### src/rtl/rv_pkg.sv
// rv_pkg: shared fetch-stage types, encodings and state enum
package rv_pkg;
  typedef logic [31:0] word_t;
  localparam word_t NOP_INSTR = 32'h0000_0013;
  localparam word_t EBREAK_INSTR = 32'h0010_0073;
  typedef enum logic [1:0] {BOOT, RUN, HALT, FAULTED} fetch_state_t;
endpackage

### src/rtl/ifid_reg.sv
// ifid_reg: IF/ID pipeline register with load, flush-to-bubble and hold
module ifid_reg
  import rv_pkg::*;
#(
  parameter word_t BUBBLE = NOP_INSTR
) (
  input  logic  clk,
  input  logic  rst,
  input  logic  load,
  input  logic  flush,
  input  word_t pc_in,
  input  word_t instr_in,
  output word_t pc,
  output word_t instr,
  output logic  valid
);
  word_t pc_q, pc_d, instr_q, instr_d;
  logic valid_q, valid_d;
  always_comb begin
    pc_d = (load && !flush) ? pc_in : pc_q;
    instr_d = flush ? BUBBLE : load ? instr_in : instr_q;
    valid_d = flush ? 1'b0 : load ? 1'b1 : valid_q;
  end
  always_ff @(posedge clk) begin
    if (rst) begin
      pc_q <= '0;
      instr_q <= BUBBLE;
      valid_q <= 1'b0;
    end else begin
      pc_q <= pc_d;
      instr_q <= instr_d;
      valid_q <= valid_d;
    end
  end
  assign pc = pc_q;
  assign instr = instr_q;
  assign valid = valid_q;
endmodule

### src/rtl/if_stage.sv
// if_stage: PC/fetch FSM driving the async ROM and filling the IF/ID register
module if_stage
  import rv_pkg::*;
#(
  parameter int    TAM_POSICIONES = 1024,
  parameter word_t RESET_PC       = 32'h0000_0000,
  parameter word_t NOP_WORD       = NOP_INSTR,
  parameter word_t EBREAK_WORD    = EBREAK_INSTR,
  localparam int   ADDR_W         = $clog2(TAM_POSICIONES)
) (
  input  logic              CLK,
  input  logic              RESET,
  output logic [ADDR_W-1:0] INS_ADDRESS,
  input  word_t             INSTRUCTION_IN,
  input  logic              STALL,
  input  logic              REDIRECT,
  input  word_t             TARGET,
  output word_t             IFID_PC,
  output word_t             IFID_INSTR,
  output logic              IFID_VALID,
  output logic              HALTED,
  output logic              FAULT,
  output word_t             FETCH_COUNT
);
  fetch_state_t state_q, state_d;
  word_t pc_q, pc_d, count_q, count_d, pc_plus4;
  logic fault_q, fault_d, halted_q, halted_d, load, flush, tgt_bad, end_bad, is_ebreak;
  assign pc_plus4 = pc_q + 32'd4;
  assign tgt_bad = (|TARGET[1:0]) || ((TARGET >> (ADDR_W + 2)) != 32'd0);
  assign end_bad = (pc_plus4 >> 2) >= 32'(TAM_POSICIONES);
  assign is_ebreak = INSTRUCTION_IN == EBREAK_WORD;
  always_comb begin
    state_d = state_q;
    pc_d = pc_q;
    load = 1'b0;
    flush = 1'b0;
    if (REDIRECT && state_q != FAULTED) begin
      flush = 1'b1;
      state_d = tgt_bad ? FAULTED : RUN;
      pc_d = tgt_bad ? pc_q : TARGET;
    end else if (state_q == BOOT) begin
      flush = 1'b1;
      state_d = RUN;
    end else if (!STALL) begin
      // the last in-range instruction is still latched valid before faulting
      load = state_q == RUN;
      flush = state_q != RUN;
      if (state_q == RUN) begin
        state_d = is_ebreak ? HALT : end_bad ? FAULTED : RUN;
        pc_d = (is_ebreak || end_bad) ? pc_q : pc_plus4;
      end
    end
    fault_d = fault_q || state_d == FAULTED;
    halted_d = state_d == HALT;
    count_d = count_q + 32'(load);
  end
  always_ff @(posedge CLK) begin
    if (RESET) begin
      state_q <= BOOT;
      pc_q <= RESET_PC;
      count_q <= '0;
      fault_q <= 1'b0;
      halted_q <= 1'b0;
    end else begin
      state_q <= state_d;
      pc_q <= pc_d;
      count_q <= count_d;
      fault_q <= fault_d;
      halted_q <= halted_d;
    end
  end
  ifid_reg #(.BUBBLE(NOP_WORD)) u_ifid (
    .clk(CLK), .rst(RESET), .load(load), .flush(flush),
    .pc_in(pc_q), .instr_in(INSTRUCTION_IN),
    .pc(IFID_PC), .instr(IFID_INSTR), .valid(IFID_VALID)
  );
  assign INS_ADDRESS = pc_q[ADDR_W+1:2];
  assign HALTED = halted_q;
  assign FAULT = fault_q;
  assign FETCH_COUNT = count_q;
endmodule

### config.mk
export PLATFORM = sky130hd
export DESIGN_NAME = if_stage
export DESIGN_NICKNAME = d
export VERILOG_FILES = /design/src/rtl/rv_pkg.sv /design/src/rtl/ifid_reg.sv /design/src/rtl/if_stage.sv
export SDC_FILE = /design/constraint.sdc
export NUM_CORES = 1
export LEC_CHECK = 0
export ABC_AREA = 1
export ABC_CLOCK_PERIOD_IN_PS = 9200
export CORE_ASPECT_RATIO = 0.9
export CORE_MARGIN = 2
export CORE_UTILIZATION = 50
export CTS_BUF_LIST = sky130_fd_sc_hd__clkbuf_16
export CTS_CLUSTER_DIAMETER = 150
export DETAILED_ROUTE_END_ITERATION = 7
export DONT_BUFFER_PORTS = 1
export GPL_ROUTABILITY_DRIVEN = 0
export PLACE_DENSITY = 0.69
export SETUP_SLACK_MARGIN = 0.1
export SLEW_MARGIN = 20
export SYNTH_ARGS = -nofsm -noshare
export SYNTH_HDL_FRONTEND = slang
export SYNTH_SLANG_ARGS = --single-unit
### constraint.sdc
create_clock -name CLK -period 9.2 [get_ports CLK]
set_input_delay 0.92 -clock CLK [delete_from_list [all_inputs] [get_ports CLK]]
set_output_delay 0.92 -clock CLK [all_outputs]
set_load 0.02 [all_outputs]
==> impl_metrics.json, run 1 <==
{
  "run_status": "finished clean",
  "die_width_um": 121.7,
  "path_max_fanout": 38,
  "worstSetupPathType": "flip-flop to flip-flop",
  "maxClockFrequency_mhz": 300.5,
  "post_synth_inst_count": 879,
  "drt_pass1_iterations": 5,
  "detail-route-antenna-nets": 0,
  "die_height_um": 109.9,
  "powerDensity_mw_per_mm2": 208.2,
  "final.setup_skew_ns": 0.009241,
  "worst_r2r_endpoint": "pc_q[7]",
  "irDropWorstVdd_mv": 0.1167,
  "leakage_uw": 0.002857,
  "final-hold-violation-count": 0,
  "std_cell_rows": 38,
  "placement.io_buffers": 0,
  "power_frac_seq": 0.431,
  "grt_max_degree": 103,
  "antenna_violations_before_repair": 0,
  "layout-area-overhead-vs-synth_pct": 9.861,
  "floorplan.io_pins": 177,
  "cts_root_buf": "clkbuf_16",
  "hpwl_dp_um": 10770,
  "remaining_drc_errors": 0,
  "worstRegToRegCells": 16,
  "syn-cell-area_mm2": 0.006230,
  "cts_max_level": 4,
  "synth-seq-area-share": 0.4274,
  "design.die.area_mm2": 0.01337,
  "crit_arrival_ns": 3.63,
  "holdPathStages": 2,
  "hold_path.startpoint": "pc_q[0]",
  "cts.sink_count": 133,
  "cts_hold_buffers": 0,
  "switching_share": 0.2214,
  "globalRouteTotalUtil": 0.2281,
  "setup_viol": 0,
  "detail_route.wirelength_um": 15160,
  "reg2reg_from": "pc_q[2]",
  "floorplan.initialDensity": 0.5138,
  "tns_ns": 0,
  "total_power_uw": 1425,
  "grt_pass1_wl_um": 23760,
  "cts_tree": "built",
  "syn-mean-instance-area_um2": 7.087,
  "final_nets": 929,
  "worst_skew_pair.late_latency_ns": 0.42,
  "route.detailed.wl_per_inst_um": 14.70,
  "cts_buffers": 17,
  "via_count_of_the_first_global_routing_pass": 4895,
  "residual_overflow_from_global_routing": 0,
  "power_switching_uw": 315.5,
  "synth-warning-count": 0,
  "worstHoldPathType": "flip-flop to flip-flop",
  "worst-endpoint-required_ns": 9.50,
  "slew_headroom": 0.3903,
  "flip_flop_and_latch_count_after_synthesis": 133,
  "grt_setup_unrepaired": "no",
  "tightest_slew_ns": 0.9114,
  "maxCapViolCount": 0,
  "period_utilisation_layout": 0.3617,
  "min_delay_worst_endpoint": "pc_q[0]",
  "power_report.internal_total_uw": 1109,
  "drt_iter0_markers": 396,
  "detail_route.vias_per_cell": 5.247,
  "floorplan.core_area_mm2": 0.01212,
  "layout-drive-gt1-share": 0.09759,
  "clock_transition_time_at_the_flip_flop_clock_pins_of_the_worst_setup_and_hold_paths_ns": 0.06,
  "synth_nets": 950,
  "period_needed_ns": 3.328,
  "max-clock-path-buffers": 2,
  "ctsResizeCount": 0,
  "share_of_power_burned_in_combinational_logic": 0.040,
  "rrSetupSlack_ns": 5.87,
  "cts_post_setup_buffers_inserted": 0,
  "worst_setup_path_end_kind": "flip-flop",
  "critical_path.startpoint_type": "flip-flop",
  "ys_types": 36,
  "maxSlewViolCount": 0,
  "antenna-diode-count": 0,
  "power.clock.fraction": 0.530,
  "num_vias": 5410
}
area by class of cell:
class | count | area, um2
fillers | 1168 | 5280
multi-input cells | 606 | 2938
flip-flops and latches | 133 | 2663
clock buffers | 17 | 425.4
inverters | 98 | 367.9
clock inverters | 15 | 235.2
well taps | 160 | 200.2
repair buffers | 2 | 15.01
layer usage:
metal | vias to the layer above | global-route usage | part of all wire
li1 | 2784 | - | -
met1 | 2440 | 0.2810 | 0.44
met2 | 168 | 0.3724 | 0.48
met3 | 18 | 0.07521 | 0.069
met4 | 0 | 0.08703 | 0.012
met5 | - | 0 | 0
flip-flops by register name (all words and copies together), names as in the netlist:
register / cells
FAULT: 1
u_ifid.valid: 1
HALTED: 1
FETCH_COUNT: 32
state_q: 2
pc_q: 32
u_ifid.pc: 32
u_ifid.instr: 32
worst max-delay path by stage:
stage	start	to	slack [ns]	cells past startpoint
2_1_floorplan	STALL	FETCH_COUNT[28]	5.34	20
3_3_place_gp	STALL	FETCH_COUNT[28]	5.80	18
3_5_place_dp	STALL	FETCH_COUNT[28]	5.70	18
4_1_cts	pc_q[2]	pc_q[7]	5.87	16
5_1_grt	pc_q[2]	pc_q[7]	5.56	17
6_report	pc_q[2]	pc_q[7]	5.87	16
critical path, cell delays in order (launching register included):
cell	delay, ns
dfxtp_1	0.58
ha_1	0.29
nand2_2	0.09
nor2_4	0.22
nand3_2	0.16
nor2_2	0.15
nand2_1	0.07
nand2_1	0.06
nand2_1	0.06
nor2_1	0.14
nand3_1	0.12
nor2_2	0.13
nand3_2	0.08
nand2_2	0.08
nand2_2	0.52
nor2_1	0.34
nor2_1	0.09
power by group through the flow:
stage / Combinational (uW) / Sequential [uW] / Clock [uW]
2_1_floorplan: 59.8 / 618 / 0
3_3_place_gp: 55.8 / 627 / 0
3_5_place_dp: 56.2 / 627 / 0
4_1_cts: 56.8 / 614 / 767
5_1_grt: 65.0 / 615 / 800
6_report: 56.6 / 614 / 754
cells in the final DEF (no fill, tap or decap), types with 6 or more instances in the layout:
| cell | count |
|---|---|
| nand2_1 | 172 |
| nor2_1 | 144 |
| dfxtp_1 | 133 |
| inv_1 | 88 |
| o21ai_0 | 80 |
| a21oi_1 | 60 |
| nand3_1 | 31 |
| nand3_2 | 22 |
| nor3_1 | 18 |
| clkbuf_16 | 17 |
| nand4_1 | 12 |
| nor2_2 | 11 |
| inv_2 | 10 |
| nor4_1 | 8 |
| nand3b_1 | 7 |
| bufinv_16 | 6 |
Yosys cell counts (all sizes together):
cell type | number | area share
o21ai | 82 | 0.066
nand3b | 7 | 0.0084
a21oi | 60 | 0.048
clkbuf | 21 | 0.013
dfxtp | 133 | 0.43
o31ai | 1 | 0.0012
nor4 | 8 | 0.0080
ha | 3 | 0.0060
o21a | 5 | 0.0060
o21bai | 2 | 0.0024
o22ai | 1 | 0.0010
xor2 | 4 | 0.0056
nor2 | 160 | 0.11
buf | 21 | 0.031
nand3 | 53 | 0.060
and2 | 1 | 0.0010
nor3b | 1 | 0.0012
xnor2 | 5 | 0.0070
or4 | 1 | 0.0012
inv | 98 | 0.059
nand4 | 12 | 0.012
and3 | 2 | 0.0020
nor3 | 18 | 0.014
nand2 | 178 | 0.11
a31oi | 1 | 0.0010
a211oi | 1 | 0.0012
logic make-up after synthesis:
family	after synthesis	share of synthesized area
compound gates	153	0.1269
buf+inv	140	0.1022
xor+xnor	9	0.01265
fa+ha+maj	3	0.006026
simple gates	441	0.3248
flops	133	0.4274
metrics by stage:
stage               hold WS, ns  cells  utilization  setup WS [ns]  cell area, um2
floorplan                0.4363    879            -          5.339            6230
global route             0.4850   1031       0.5645          5.561            6844
finish                   0.4590   1031       0.5645          5.872            6844
CTS                      0.4627   1031       0.5645          5.874            6844
global placement         0.4504    999       0.5100          5.797            6183
detailed placement       0.4539    999       0.5100          5.696            6183
Power figures use the tool's default switching activity.
==> run 2: changes to the inputs <==
Settings changed: ABC_CLOCK_PERIOD_IN_PS 9200 to 2950, PLACE_DENSITY 0.69 to 0.72.
Clock period 9.2 ns to 2.95 ns, I/O delays scaled along.
==> run 2 against run 1 <==
- sequential power rose to 3.1 times the previous value
- cell area is 4.1% higher
- via count rose by 4.6%
- maximum frequency grew 22%
- critical endpoint is now FETCH_COUNT[28]
- global-route usage rose by 0.23 points
==> impl_metrics.json, run 2 (synthesized netlist as in run 1, its figures left out) <==
{
  "run_status": "finished clean",
  "timing.critical_path.cells": "inv_2 > nand2_4 > nor2_4 > inv_2 > nor2_4 > ha_4 > ha_4 > nand2_4 > nor2_4 > nand3_4 > nor2_4 > nand3b_1 > nor2_2 > nand3_2 > nor2_4 > nand4_1 > nor2_2 > nand2_1 > o21ai_1 > a21oi_1",
  "antenna_violations_before_repair": 0,
  "leakage_uw": 0.002991,
  "stdcell_count": 1063,
  "maxCapViolCount": 0,
  "antenna-diode-count": 0,
  "worstHoldPathType": "primary input to flip-flop",
  "mostFrequentLayoutCell": "nand2_1",
  "tns_ns": 0,
  "floorplan.io_pins": 177,
  "slowest_delay_ns": 0.33,
  "detail-route-antenna-nets": 0,
  "total_power_uw": 4137,
  "drt_iter0_markers": 349,
  "fillerInstances": 1133,
  "post-place-cells": 1014,
  "irDropWorstVdd_mv": 0.3896,
  "worstRegToRegCells": 20,
  "holdPathStages": 2,
  "hpwl_dp_um": 10670,
  "cp_common_cell": "nor2_4",
  "final-hold-violation-count": 0,
  "cts.sink_count": 133,
  "placement.io_buffers": 0,
  "floorplan.initialDensity": 0.5138,
  "setup_viol": 0,
  "worst_skew_pair.late_latency_ns": 0.42,
  "grt_setup_unrepaired": "yes",
  "std_cell_rows": 38,
  "maxClockFrequency_mhz": 366.3,
  "regArea_mm2": 0.002666,
  "layout-drive-gt1-share": 0.1473,
  "multiInputGateArea_mm2": 0.003050,
  "cts_tree": "built",
  "finish.instance_area_mm2": 0.007122,
  "cts_buffers": 17,
  "powerDensity_mw_per_mm2": 580.9,
  "period_needed_ns": 2.730,
  "grt_pass1_wl_um": 24310,
  "maxSlewViolCount": 0,
  "tightest_slew_ns": 0.9519,
  "clock_transition_time_at_the_flip_flop_clock_pins_of_the_worst_setup_and_hold_paths_ns": 0.06,
  "crit_path_top_delay_cell": "dfxtp_2",
  "final_nets": 961,
  "die_width_um": 121.7,
  "crit_arrival_ns": 3.03,
  "via_count_of_the_first_global_routing_pass": 5046,
  "worst_setup_path_end_kind": "flip-flop",
  "num_vias": 5660,
  "remaining_drc_errors": 0,
  "period_utilisation_layout": 0.9255,
  "layout_common_cells": "nand2_1 (170), nor2_1 (141), dfxtp_1 (130)",
  "floorplan.core_area_mm2": 0.01212,
  "final.setup_skew_ns": 0.008635,
  "critical_path.startpoint_type": "flip-flop",
  "layout-area-overhead-vs-synth_pct": 14.32,
  "die_height_um": 109.9,
  "slew_headroom": 0.3654,
  "path_max_fanout": 4,
  "worstSetupPathType": "flip-flop to flip-flop",
  "route.detailed.wl_per_inst_um": 14.90,
  "max-clock-path-buffers": 2,
  "design.die.area_mm2": 0.01337,
  "residual_overflow_from_global_routing": 0,
  "cts_max_level": 4,
  "drt_pass1_iterations": 5,
  "worst-endpoint-required_ns": 3.25,
  "detail_route.vias_per_cell": 5.325,
  "detail_route.wirelength_um": 15840,
  "cts_root_buf": "clkbuf_16",
  "grt_max_degree": 103,
  "detailed_place.area_mm2": 0.006352,
  "globalRouteTotalUtil": 0.2304
}
[run 2: changes by cell type in the layout (fill, tap and decap cells not counted), moves of 3 or more]
cell,before,now
buf_4,2,31
bufinv_16,6,2
clkinvlp_4,1,4
dfxtp_1,133,130
dfxtp_2,0,3
nand3_1,31,28
nor2_1,144,141
nor2_4,5,10
[run 2: final cells by class]
class,instances,area share
Clock buffer,17,0.05973
Timing Repair Buffer,34,0.03830
Sequential cell,133,0.3744
Tap cell,160,0.02811
Inverter,98,0.05165
Clock inverter,15,0.01950
Multi-Input combinational cell,606,0.4283
[run 2: through the flow]
stage | hold slack, ns | util | setup slack [ns]
floorplan | 0.4214 | - | -0.05568
global placement | 0.3672 | 0.5239 | 0.07917
detailed placement | 0.3667 | 0.5239 | 0.008065
CTS | 0.002240 | 0.5771 | 0.1062
global route | 0.01015 | 0.5874 | 0.0003217
finish | 0.01274 | 0.5874 | 0.2199
[run 2: what timing repair did]
action                                  CTS  global route
resized for setup                         2            14
hold buffers                              2             0
endpoints found under the setup margin    3            15
pin swaps                                 4            11
hold endpoints to repair                 14             0
gates cloned                              0             0
setup buffers                             7            10
[run 2: final timing paths]
kind              slack (ns)         endpoint              start
setup / recovery        0.22  FETCH_COUNT[28]         state_q[1]
hold / removal          0.01  u_ifid.instr[0]  INSTRUCTION_IN[0]
setup reg to reg        0.22  FETCH_COUNT[28]         state_q[1]
hold reg to reg         0.46          pc_q[0]            pc_q[0]
[run 2: worst max-delay path, delay by kind of cell (launching register included)]
family,cells,cell delay (ns)
buffers and inverters,2,0.14
and+or+nand+nor,14,1.69
AOI/OAI and AO/OA,2,0.18
DFF,1,0.33
adders and majority gates,2,0.29
[run 2: power by group]
group	total (uW)	internal [uW]	switching, uW
sequential	1900	1840	61.2
combinational	225	70.5	154
clock	2020	1230	787
total	4140	3130	1000
[run 2: metal layers]
metal  vias to the layer above  routed length, um  global-route usage
met3                        16               1546             0.08973
met2                       235               7040              0.3604
met4                         0                220             0.07964
li1                       2853                  -                   -
met5                         -                  0                   0
met1                      2556               7033              0.2913
